<file path="config.mk">
export PLATFORM = sky130hd
export DESIGN_NAME = mod_74x161_chain
export DESIGN_NICKNAME = d
export VERILOG_FILES = /design/src/rtl/mod_74xx_pkg.sv /design/src/rtl/mod_74x161_slice.sv /design/src/rtl/mod_74x161_chain.sv
export SDC_FILE = /design/constraint.sdc
export NUM_CORES = 1
export LEC_CHECK = 0
export ABC_AREA = 1
export CAP_MARGIN = 20
export CORE_MARGIN = 3
export CORE_UTILIZATION = 40
export DETAILED_ROUTE_END_ITERATION = 10
export GPL_TIMING_DRIVEN = 1
export HOLD_SLACK_MARGIN = 0.15
export PLACE_DENSITY = 0.75
export SLEW_MARGIN = 20
export SYNTH_ARGS = -nofsm -noshare
export SYNTH_HDL_FRONTEND = slang
export SYNTH_SLANG_ARGS = --single-unit
</file>
<file path="constraint.sdc">
create_clock -name CLK -period 1.45 [get_ports CLK]
set_input_delay 0.29 -clock CLK [delete_from_list [all_inputs] [get_ports CLK]]
set_output_delay 0.29 -clock CLK [all_outputs]
set_load 0.02 [all_outputs]
</file>
<file path="src/rtl/mod_74xx_pkg.sv">
// mod_74xx_pkg
// Shared constants for the 74xx-style counter slices and their chains.
//   SLICE_W    : width of one counter slice
//   SLICE_MAX  : terminal count of one slice (drives the slice ripple carry)
//   cnt_mode_e : what a slice does at a rising clock edge
package mod_74xx_pkg;

  localparam int unsigned    SLICE_W   = 4;
  localparam logic [3:0]     SLICE_MAX = 4'hF;

  typedef enum logic [1:0] {
    MODE_CLR   = 2'd0,
    MODE_LOAD  = 2'd1,
    MODE_COUNT = 2'd2,
    MODE_HOLD  = 2'd3
  } cnt_mode_e;

endpackage

</file>
<file path="src/rtl/mod_74x161_slice.sv">
// mod_74x161_slice
// One 4-bit synchronous binary counter slice in the style of a 74x161.
// Optional macro MOD_74X161_SYNC_CLR_EN adds a synchronous clear (74x163 variant).
// Ports:
//   CLK     rising-edge clock
//   CLR_N   asynchronous active-low clear
//   SCLR_N  synchronous active-low clear (only with MOD_74X161_SYNC_CLR_EN)
//   LOAD_N  synchronous active-low parallel load
//   ENP     count enable P
//   ENT     count enable T (also gates RCO)
//   D       parallel load data
//   Q       counter value
//   RCO     ripple-carry out: ENT & (Q == 4'hF)
module mod_74x161_slice
  import mod_74xx_pkg::*;
(
  input  logic               CLK,
  input  logic               CLR_N,
`ifdef MOD_74X161_SYNC_CLR_EN
  input  logic               SCLR_N,
`endif
  input  logic               LOAD_N,
  input  logic               ENP,
  input  logic               ENT,
  input  logic [SLICE_W-1:0] D,
  output logic [SLICE_W-1:0] Q,
  output logic               RCO
);

  logic [SLICE_W-1:0] q_q;
  logic [SLICE_W-1:0] q_d;
  cnt_mode_e          mode;
  logic               sclr_n;

`ifdef MOD_74X161_SYNC_CLR_EN
  assign sclr_n = SCLR_N;
`else
  assign sclr_n = 1'b1;
`endif

  always_comb begin
    mode = MODE_HOLD;
    if (!sclr_n)
      mode = MODE_CLR;
    else if (!LOAD_N)
      mode = MODE_LOAD;
    else if (ENP && ENT)
      mode = MODE_COUNT;
  end

  always_comb begin
    q_d = q_q;
    case (mode)
      MODE_CLR:   q_d = '0;
      MODE_LOAD:  q_d = D;
      MODE_COUNT: q_d = q_q + 4'd1;
      default:    q_d = q_q;
    endcase
  end

  always_ff @(posedge CLK or negedge CLR_N) begin
    if (!CLR_N)
      q_q <= '0;
    else
      q_q <= q_d;
  end

  assign Q = q_q;

  // ENP deliberately does not gate the carry, as on the real part.
  assign RCO = ENT & (q_q == SLICE_MAX);

endmodule

</file>
<file path="src/rtl/mod_74x161_chain.sv">
// mod_74x161_chain
// SLICES cascaded 4-bit counter slices, RCO of slice k feeding ENT of slice k+1,
// forming a 4*SLICES-bit synchronous counter. SLICES legal range is 1..8.
// Optional macro MOD_74X161_SYNC_CLR_EN adds the SCLR_N synchronous clear.
// Ports:
//   CLK     rising-edge clock
//   CLR_N   asynchronous active-low clear (all slices)
//   SCLR_N  synchronous active-low clear (only with MOD_74X161_SYNC_CLR_EN)
//   LOAD_N  synchronous active-low parallel load (all slices, same edge)
//   ENP     count enable P, common to all slices
//   ENT     count enable T, slice 0 only
//   D       parallel load data, D[3:0] = slice 0
//   Q       counter value, Q[3:0] = slice 0
//   RCO     ripple-carry out of the most significant slice
module mod_74x161_chain
  import mod_74xx_pkg::*;
#(
  parameter int unsigned SLICES = 2
) (
  input  logic                      CLK,
  input  logic                      CLR_N,
`ifdef MOD_74X161_SYNC_CLR_EN
  input  logic                      SCLR_N,
`endif
  input  logic                      LOAD_N,
  input  logic                      ENP,
  input  logic                      ENT,
  input  logic [SLICE_W*SLICES-1:0] D,
  output logic [SLICE_W*SLICES-1:0] Q,
  output logic                      RCO
);

  // ent_chain[k] is the ENT seen by slice k; the last entry is the top carry.
  logic [SLICES:0] ent_chain;

  assign ent_chain[0] = ENT;

  for (genvar k = 0; k < SLICES; k++) begin : g_slice
    mod_74x161_slice u_slice (
      .CLK    (CLK),
      .CLR_N  (CLR_N),
`ifdef MOD_74X161_SYNC_CLR_EN
      .SCLR_N (SCLR_N),
`endif
      .LOAD_N (LOAD_N),
      .ENP    (ENP),
      .ENT    (ent_chain[k]),
      .D      (D[k*SLICE_W +: SLICE_W]),
      .Q      (Q[k*SLICE_W +: SLICE_W]),
      .RCO    (ent_chain[k+1])
    );
  end

  assign RCO = ent_chain[SLICES];

endmodule

</file>
==> results.md, run 1 <==
Outcome:
- The run finished, with violations left.
- The checks that failed: setup timing.

Yosys:
- The average footprint of a synthesized cell is 7.471 µm².
- When the netlist entered floorplanning its net count stood at 85.
- Synthesis produced 70 cells.
- The synthesized netlist occupies a cell area of 523.0 µm².
- The sequential cell area fraction in the yosys report is 38.28%.
- Yosys printed 0 warnings.
- Counting distinct cell types in the post-synthesis netlist gives 17.
- The number of synthesized register bits is 8.

STA:
- In the post-route analysis, the smallest setup slack over all paths is -65.14 ps.
- For the final routed database, the setup TNS stands at -65.14 ps.
- The worst clock skew on the final layout is 3.917 ps.
- The measured slew at the worst slew-check pin is 384.0 ps.
- Setup repair after global routing could not meet its margin everywhere.
- Subtracting the final worst setup slack from the clock period gives 1515 ps.
- The final number of setup-violating endpoints is 1.
- The highest achievable clock rate is 660.0 MHz.
- Of the available clock period, the critical path in the final layout requires 104.5%.
- The final number of max-transition violations is 0.
- The final count of hold timing violations came to 0.
- The worst-case headroom to the max-slew limit is 74.32%.

GRT:
- Entering global routing, the biggest net connects 9 pins.
- The initial antenna violation count is 0.
- The all-layer global routing usage is 19.31%.
- The via count of the first global-routing pass is 600.
- The first global-routing pass estimated 2635 µm of wire.
- The total congestion overflow after global routing is 0.

Route:
- The routed wire length per instance is 12.11 µm.
- After detailed routing, the number of vias per cell comes to 5.000.
- The residual DRC count is 0.
- The detailed-router iteration count before antenna repair is 5.
- After the first detailed-routing iteration, the DRC count stood at 12.
- The number of routed nets with antenna violations is 0.
- The via count is 610.
- The final layout contains routed wiring with a total length of 1478 µm.

Cells and area:
- The synthesis-to-finish area growth is 70.10%.
- Leaving out fill and tap cells, the most frequent cell in the layout is sky130_fd_sc_hd__nand2_1.
- In the layout the commonest cells are sky130_fd_sc_hd__nand2_1, sky130_fd_sc_hd__buf_4, sky130_fd_sc_hd__nand3_1, sky130_fd_sc_hd__clkdlybuf4s50_1, sky130_fd_sc_hd__dfrtp_1.
- The flip-flop count of the largest register after layout is 8.
- In the final design database the tool counted 125 nets.
- The number of antenna repair diodes is 0.
- The share of post-route cells with drive strength above 1 is 29.63%.
- The finished layout holds 122 standard cells, fillers aside.

Place:
- The final HPWL from detailed placement is 1191 µm.
- At the end of routability-driven placement, the weighted congestion stood at 0.7717.
- The count of placed standard cells including taps is 118.
- The count of input and output buffers is 21.

Floorplanning:
- The placeable core area is 0.001171 mm².
- The floorplan has 12 rows.
- The I/O pin count is 22.
- From left edge to right edge, the die measures 42.16 µm.
- The die footprint is 0.001777 mm².
- The effective utilization at floorplan is 44.66%.
- The chip height is 42.16 µm.

Worst setup path:
- In this run the critical register-to-register path is captured at g_slice[1].u_slice.Q[2].
- In this run the register-to-register setup slack is 170 ps.
- The worst register-to-register path begins at g_slice[0].u_slice.Q[0].
- STA classifies the critical path endpoint as an output pin.
- The cell at the slowest stage of the critical path is sky130_fd_sc_hd__dfrtp_1.
- The total buffers and inverters traversed by the critical path is 1.
- The startpoint class of the critical path is a register.
- In this design, the stage delay of the slowest critical-path cell is 390 ps.
- Walking the worst path, the cells encountered are ha_4 > nand3_2 > nor3_2 > buf_4.
- The data required time of the worst path is 1160 ps.
- The data arrival time at the worst-slack endpoint is 1230 ps.
- The number of cells on the worst reg-to-reg path is 8.
- The worst-path maximum fanout is 2.
- The critical path class is reg -> out.
- The family of cells with the greatest summed delay on the critical path is flip-flops.

Power and ir drop:
- The leakage power is 0.4327 nW.
- Of the total power, the clock network draws 25.3%.
- The power per unit of standard cell area is 789.7 mW/mm².
- In this run, flip-flops and latches consume 37.5% of the power.
- The net switching fraction of the power is 32.44%.
- The combinational share of power is 37.2%.
- The total net switching power is 0.2279 mW.
- Across the VDD grid, the largest voltage drop is 0.0005569 V.
- The internal power of the cells is 0.4747 mW.

Clock network:
- No sink is reached through more buffers than the 2 on the longest clock path.
- In this run, post-CTS hold repair placed 0 buffers.
- For this design, the sink count on the clock tree is 8.
- In this run the number of H-tree levels came out at 1.
- The number of clock buffers inserted by TritonCTS is 3.
- The library cell used as clock root buffer is sky130_fd_sc_hd__clkbuf_4.
- The clock tree from TritonCTS is yes.
- The clock latency on the worst-skew pair is 260 ps.
- Clock-pin slew was measured on the worst setup and hold paths at 60 ps.

Worst hold path:
- The tightest min-delay check is of the in -> async type.

Flow run:
- The number of max-cap violations is 0.
power groups by stage:
stage / clock network (mW) / logic (mW) / registers [mW]
floorplan: 0 / 0.0745 / 0.305
global placement: 0 / 0.263 / 0.262
detailed placement: 0 / 0.269 / 0.263
CTS: 0.179 / 0.254 / 0.260
global route: 0.195 / 0.289 / 0.266
finish: 0.178 / 0.262 / 0.263
kinds of logic (layout without fill, tap and decap cells):
family                   Yosys count  count (layout)  synth area share, %
AND/OR/NAND/NOR                   51              51                47.13
adder cells (fa/ha/maj)            2               2                4.784
XOR/XNOR                           1               1                1.675
AO/OA/AOI/OAI                      1               1                1.675
flip-flops                         8               8                38.28
buffers and inverters              7              45                6.457
per-stage QoR:
step	worst slack (ps)	power, mW	area [µm²]	hold WS [ps]	utilization, %
after detailed placement	-493.4	0.5323	849.6	582.8	72.54
final	-65.14	0.7026	889.6	317.4	75.96
after CTS	-45.76	0.6930	864.6	335.5	73.82
after global placement	-451.0	0.5257	849.6	571.5	72.54
after floorplan	27.79	0.3791	528.0	-5.591	-
after global routing	-109.6	0.7502	889.6	335.4	75.96
what timing repair did:
action,in CTS,in global routing
buffers inserted,0,1
setup endpoints to repair,9,1
gates resized for setup,15,4
pin swaps,1,3
metal layers:
| metal | GRT usage [%] | wire (µm) |
|---|---|---|
| met5 | 0 | 0 |
| met4 | 7.453 | 23 |
| met3 | 3.863 | 91 |
| met2 | 30.09 | 753 |
| met1 | 25.98 | 610 |
how the worst max path moves through the flow:
stage | from | endpoint | slack, ps | depth (start not counted)
final | g_slice[1].u_slice.Q[1] | RCO | -70 | 4
after CTS | g_slice[0].u_slice.Q[0] | RCO | -50 | 4
after floorplan | g_slice[0].u_slice.Q[1] | RCO | 30 | 3
after detailed placement | ENT | RCO | -490 | 4
after global placement | ENT | RCO | -450 | 4
after global routing | g_slice[1].u_slice.Q[1] | RCO | -110 | 4
Yosys cell counts:
cell type | number | area share (%)
sky130_fd_sc_hd__nand2_1 | 24 | 17
sky130_fd_sc_hd__nand3_1 | 15 | 14
sky130_fd_sc_hd__dfrtp_1 | 8 | 38
sky130_fd_sc_hd__inv_1 | 4 | 2.9
sky130_fd_sc_hd__nand4_1 | 3 | 3.6
sky130_fd_sc_hd__ha_1 | 2 | 4.8
sky130_fd_sc_hd__nand2_2 | 2 | 2.4
sky130_fd_sc_hd__nor2_4 | 2 | 4.3
sky130_fd_sc_hd__or2_2 | 2 | 2.4
sky130_fd_sc_hd__a21oi_2 | 1 | 1.7
sky130_fd_sc_hd__buf_6 | 1 | 2.2
sky130_fd_sc_hd__clkinv_1 | 1 | 0.72
sky130_fd_sc_hd__inv_2 | 1 | 0.72
sky130_fd_sc_hd__nor2_1 | 1 | 0.72
sky130_fd_sc_hd__nor2_2 | 1 | 1.2
sky130_fd_sc_hd__nor3_1 | 1 | 0.96
sky130_fd_sc_hd__xor2_1 | 1 | 1.7
worst register-to-register path: cells and delay by family, from the launching register on:
family	cells	cell delay, ps
and+or+nand+nor	6	520
DFF	1	360
buffers and inverters	1	150
adders and majority gates	1	190
final cells by class:
class,count,area (µm²)
flip-flops and latches,8,200.2
repair buffers,36,312.8
inverters,6,22.52
multi-input cells,55,314.1
fillers,83,281.5
clock buffers,3,22.52
well taps,14,17.52
Power figures use the tool's default switching activity.
==> run 2: changes to the inputs <==
--- a/config.mk
+++ b/config.mk
@@ -13,6 +13,7 @@
 export GPL_TIMING_DRIVEN = 1
 export HOLD_SLACK_MARGIN = 0.15
 export PLACE_DENSITY = 0.75
+export REMOVE_ABC_BUFFERS = 1
 export SLEW_MARGIN = 20
 export SYNTH_ARGS = -nofsm -noshare
 export SYNTH_HDL_FRONTEND = slang
==> run 2 against run 1 <==
The run still ends with setup timing left. Clock-buffer cell count unchanged. Design area is 0.56% higher. Die area unchanged. Non-clock buffer count rose by 2. Register-to-register slack is essentially flat. Critical path depth unchanged. Routed wire length rose by 6.9%. Via count grew 0.16%. Worst hold slack lost 16 ps. Core utilization increased by 0.43 points. Critical endpoint unchanged. Largest cell class unchanged. Highest routed layer unchanged.
==> results.md, run 2 (synthesis results as in run 1) <==
GRT:
- The met2 track demand over resource is 31.91% (was 30.09%).
- The initial antenna violation count is 0 (unchanged).
- The global routing usage on met3 was 7.725% (was 3.863%).
- The global-route wire length before repair is 2580 µm (was 2635 µm).
- The total congestion overflow after global routing is 0 (unchanged).
- The all-layer global routing usage was 19.68% (was 19.31%).
- The met1 track utilization from global routing was 23.16% (was 25.98%).
- The most crowded layer after global routing was met2 (unchanged).
- The maximum number of pins on one net before global-route repair is 9 (unchanged).
- The via count of the first global-routing pass is 579 (was 600).

Worst setup path:
- The family of cells with the greatest summed delay on the critical path was flip-flops (unchanged).
- The data required time of the worst path came to 1160 ps (about the same).
- The critical path class is reg -> out (unchanged).
- The worst-path maximum fanout is 2 (unchanged).
- The worst flop-to-flop path endpoint was g_slice[1].u_slice.Q[2] (unchanged).
- The largest stage delay on the critical path is 380 ps (was 390 ps).
- The startpoint class of the critical path is a register (unchanged).
- The launch point of the worst reg-to-reg path was g_slice[0].u_slice.Q[1] (was g_slice[0].u_slice.Q[0]).
- The setup slack on the worst flop-to-flop path is 180 ps (was 170 ps).
- The data arrival time at the worst-slack endpoint is 1220 ps (was 1230 ps).
- The type of element capturing the critical path is an output pin (unchanged).
- The total buffers and inverters traversed by the critical path is 1 (unchanged).
- The cell at the slowest stage of the critical path is sky130_fd_sc_hd__dfrtp_1 (unchanged).
- CP cell instances: ha_4 > nand3_2 > nor3_2 > buf_4 (unchanged).
- The number of cell instances on the worst register-to-register path is 8 (unchanged).

Place:
- The count of input and output buffers is 21 (unchanged).
- The final HPWL from detailed placement was 1130 µm (was 1191 µm).
- The placed instance area is 837.1 µm² (was 849.6 µm²).
- The count of placed standard cells including taps is 117 (was 118).
- The last weighted congestion value of the routability-driven placer came to 0.8090 (was 0.7717).
- The post-placement setup slack is -529.3 ps (was -493.4 ps).

Cells and area:
- The multi-input gate area in the final layout is 316.6 µm² (was 314.1 µm²).
- The leading cell type in the layout, fill and taps excluded was sky130_fd_sc_hd__nand2_1 (unchanged).
- The share of post-route cells with drive strength above 1 was 34.55% (was 29.63%).
- The final-stage net count is 127 (was 125).
- The synthesis-to-finish area growth is 71.05% (was 70.10%).
- The flip-flop count of the largest register after layout is 8 (unchanged).
- The combined flip-flop and latch cell area is 200.2 µm² (unchanged).
- The final design instance area without fill came to 894.6 µm² (was 889.6 µm²).
- The final cell count without fillers is 124 (was 122).
- Top library cells by usage in the layout, fill and taps aside: sky130_fd_sc_hd__nand2_1, sky130_fd_sc_hd__buf_4, sky130_fd_sc_hd__nand3_1, sky130_fd_sc_hd__clkdlybuf4s50_1, sky130_fd_sc_hd__dfrtp_1 (unchanged).
- The number of antenna repair diodes is 0 (unchanged).
- The filler cell count in the final layout came to 97 (was 83).

Power and ir drop:
- The peak ir drop on the vdd network is 0.0005821 V (was 0.0005569 V).
- The sequential cell fraction of total power is 37.0% (was 37.5%).
- The internal power of the cells is 0.4797 mW (was 0.4747 mW).
- The leakage power is 0.4397 nW (was 0.4327 nW).
- The combinational share of power came to 38.1% (was 37.2%).
- The power per unit of standard cell area is 796.0 mW/mm² (was 789.7 mW/mm²).
- The clock share of power is 24.9% (was 25.3%).
- The net switching fraction of the power is 32.64% (was 32.44%).
- The total net switching power is 0.2325 mW (was 0.2279 mW).

Outcome:
- Outcome: finished, violations left (unchanged).
- Violations in the final reports: setup timing (unchanged).

STA:
- The final count of hold timing violations is 0 (unchanged).
- The final number of max-transition violations is 0 (unchanged).
- The final number of setup-violating endpoints is 1 (unchanged).
- The share of the clock period used by the worst path after layout is 103.8% (was 104.5%).
- The final worst setup slack is -55.44 ps (was -65.14 ps).
- The final critical path time including I/O delays and setup is 1505 ps (was 1515 ps).
- The highest achievable clock rate came to 664.3 MHz (was 660.0 MHz).
- RSZ-0062 raised after global routing: true (unchanged).
- The worst clock skew on the final layout is 2.476 ps (was 3.917 ps).
- The measured slew at the worst slew-check pin is 361.6 ps (was 384.0 ps).
- The worst-case headroom to the max-slew limit was 75.82% (was 74.32%).

Clock network:
- The clock sink count came to 8 (unchanged).
- The library cell used as clock root buffer is sky130_fd_sc_hd__clkbuf_4 (unchanged).
- The maximum root-to-sink buffer count is 2 (unchanged).
- The number of clock buffers inserted by TritonCTS is 3 (unchanged).
- The clock latency on the worst-skew pair is 260 ps (about the same).
- The number of levels in the clock H-tree is 1 (unchanged).
- The clock-pin slew reported for the worst setup and hold paths after clock tree synthesis is 50 ps (was 60 ps).
- The clock tree from TritonCTS is yes (unchanged).

Route:
- The detailed-route wire length is 1580 µm (was 1478 µm).
- The detailed-router iteration count before antenna repair is 4 (was 5).
- The residual DRC count is 0 (unchanged).
- The routed wire length per instance is 12.74 µm (was 12.11 µm).
- The via count is 611 (was 610).
- The routed via count divided by cell count is 4.927 (was 5.000).
- The violation count after the first detailed-route iteration is 9 (was 12).
- The number of routed nets with antenna violations was 0 (unchanged).

Floorplanning:
- The die footprint came to 0.001777 mm² (unchanged).
- The floorplan die width is 42.16 µm (unchanged).
- The chip height came to 42.16 µm (unchanged).
- The floorplan row count is 12 (unchanged).
- The effective utilization at floorplan is 44.66% (unchanged).
- The I/O pin count came to 22 (unchanged).
- The placeable core area was 0.001171 mm² (unchanged).

Worst hold path:
- The class of the tightest hold or removal check was in -> async (unchanged).

Flow run:
- The number of max-cap violations is 0 (unchanged).
-- run 2: cell types whose count changed in the layout (fill, tap and decap cells not counted), sizes merged --
cell           previous run  this run
buf                      16        18
dlygate4sd2               6         4
clkbuf                    3         6
clkdlybuf4s50            12        11
-- run 2: repair_timing --
| item | CTS | global route |
|---|---|---|
| pin swaps | 1 | 3 |
| gates cloned | 0 | 0 |
| setup endpoints to repair | 9 | 1 |
| hold buffers | 0 | 0 |
| resized for setup | 16 | 13 |
| buffers inserted | 0 | 4 |
-- run 2: stage by stage --
step / TNS [ps] / total power [mW] / util (%) / hold WS (ps)
floorplan: -129.7 / 0.3750 / - / -5.591
global placement: -706.5 / 0.5218 / 71.47 / 594.3
detailed placement: -773.9 / 0.5311 / 71.47 / 589.3
CTS: -50.39 / 0.6975 / 72.44 / 314.1
global route: -151.5 / 0.7556 / 76.39 / 316.2
finish: -55.44 / 0.7121 / 76.39 / 301.2
-- run 2: power by group through the flow --
stage / Clock, mW / Combinational, mW / Sequential [mW]
global route: 0.192 / 0.297 / 0.266
CTS: 0.185 / 0.253 / 0.260
floorplan: 0 / 0.0704 / 0.305
detailed placement: 0 / 0.268 / 0.263
global placement: 0 / 0.259 / 0.262
finish: 0.177 / 0.271 / 0.263
-- run 2: worst max-delay path by stage --
stage                            start  end  cells past startpoint
6_report       g_slice[1].u_slice.Q[0]  RCO                      4
3_5_place_dp                       ENT  RCO                      4
2_1_floorplan  g_slice[0].u_slice.Q[1]  RCO                      3
5_1_grt        g_slice[1].u_slice.Q[0]  RCO                      4
4_1_cts        g_slice[0].u_slice.Q[0]  RCO                      4
3_3_place_gp                       ENT  RCO                      4
-- run 2: per-layer routing --
layer,wire length [µm],up-vias
li1,-,309
met1,645,283
met2,845,15
met3,68,4
met4,21,0
met5,0,-
-- run 2: cell type report --
cell class | instances | area share, %
multi-input cells | 55 | 35.38
repair buffers | 38 | 35.24
flip-flops and latches | 8 | 22.38
clock buffers | 3 | 2.517
inverters | 6 | 2.517
well taps | 14 | 1.958
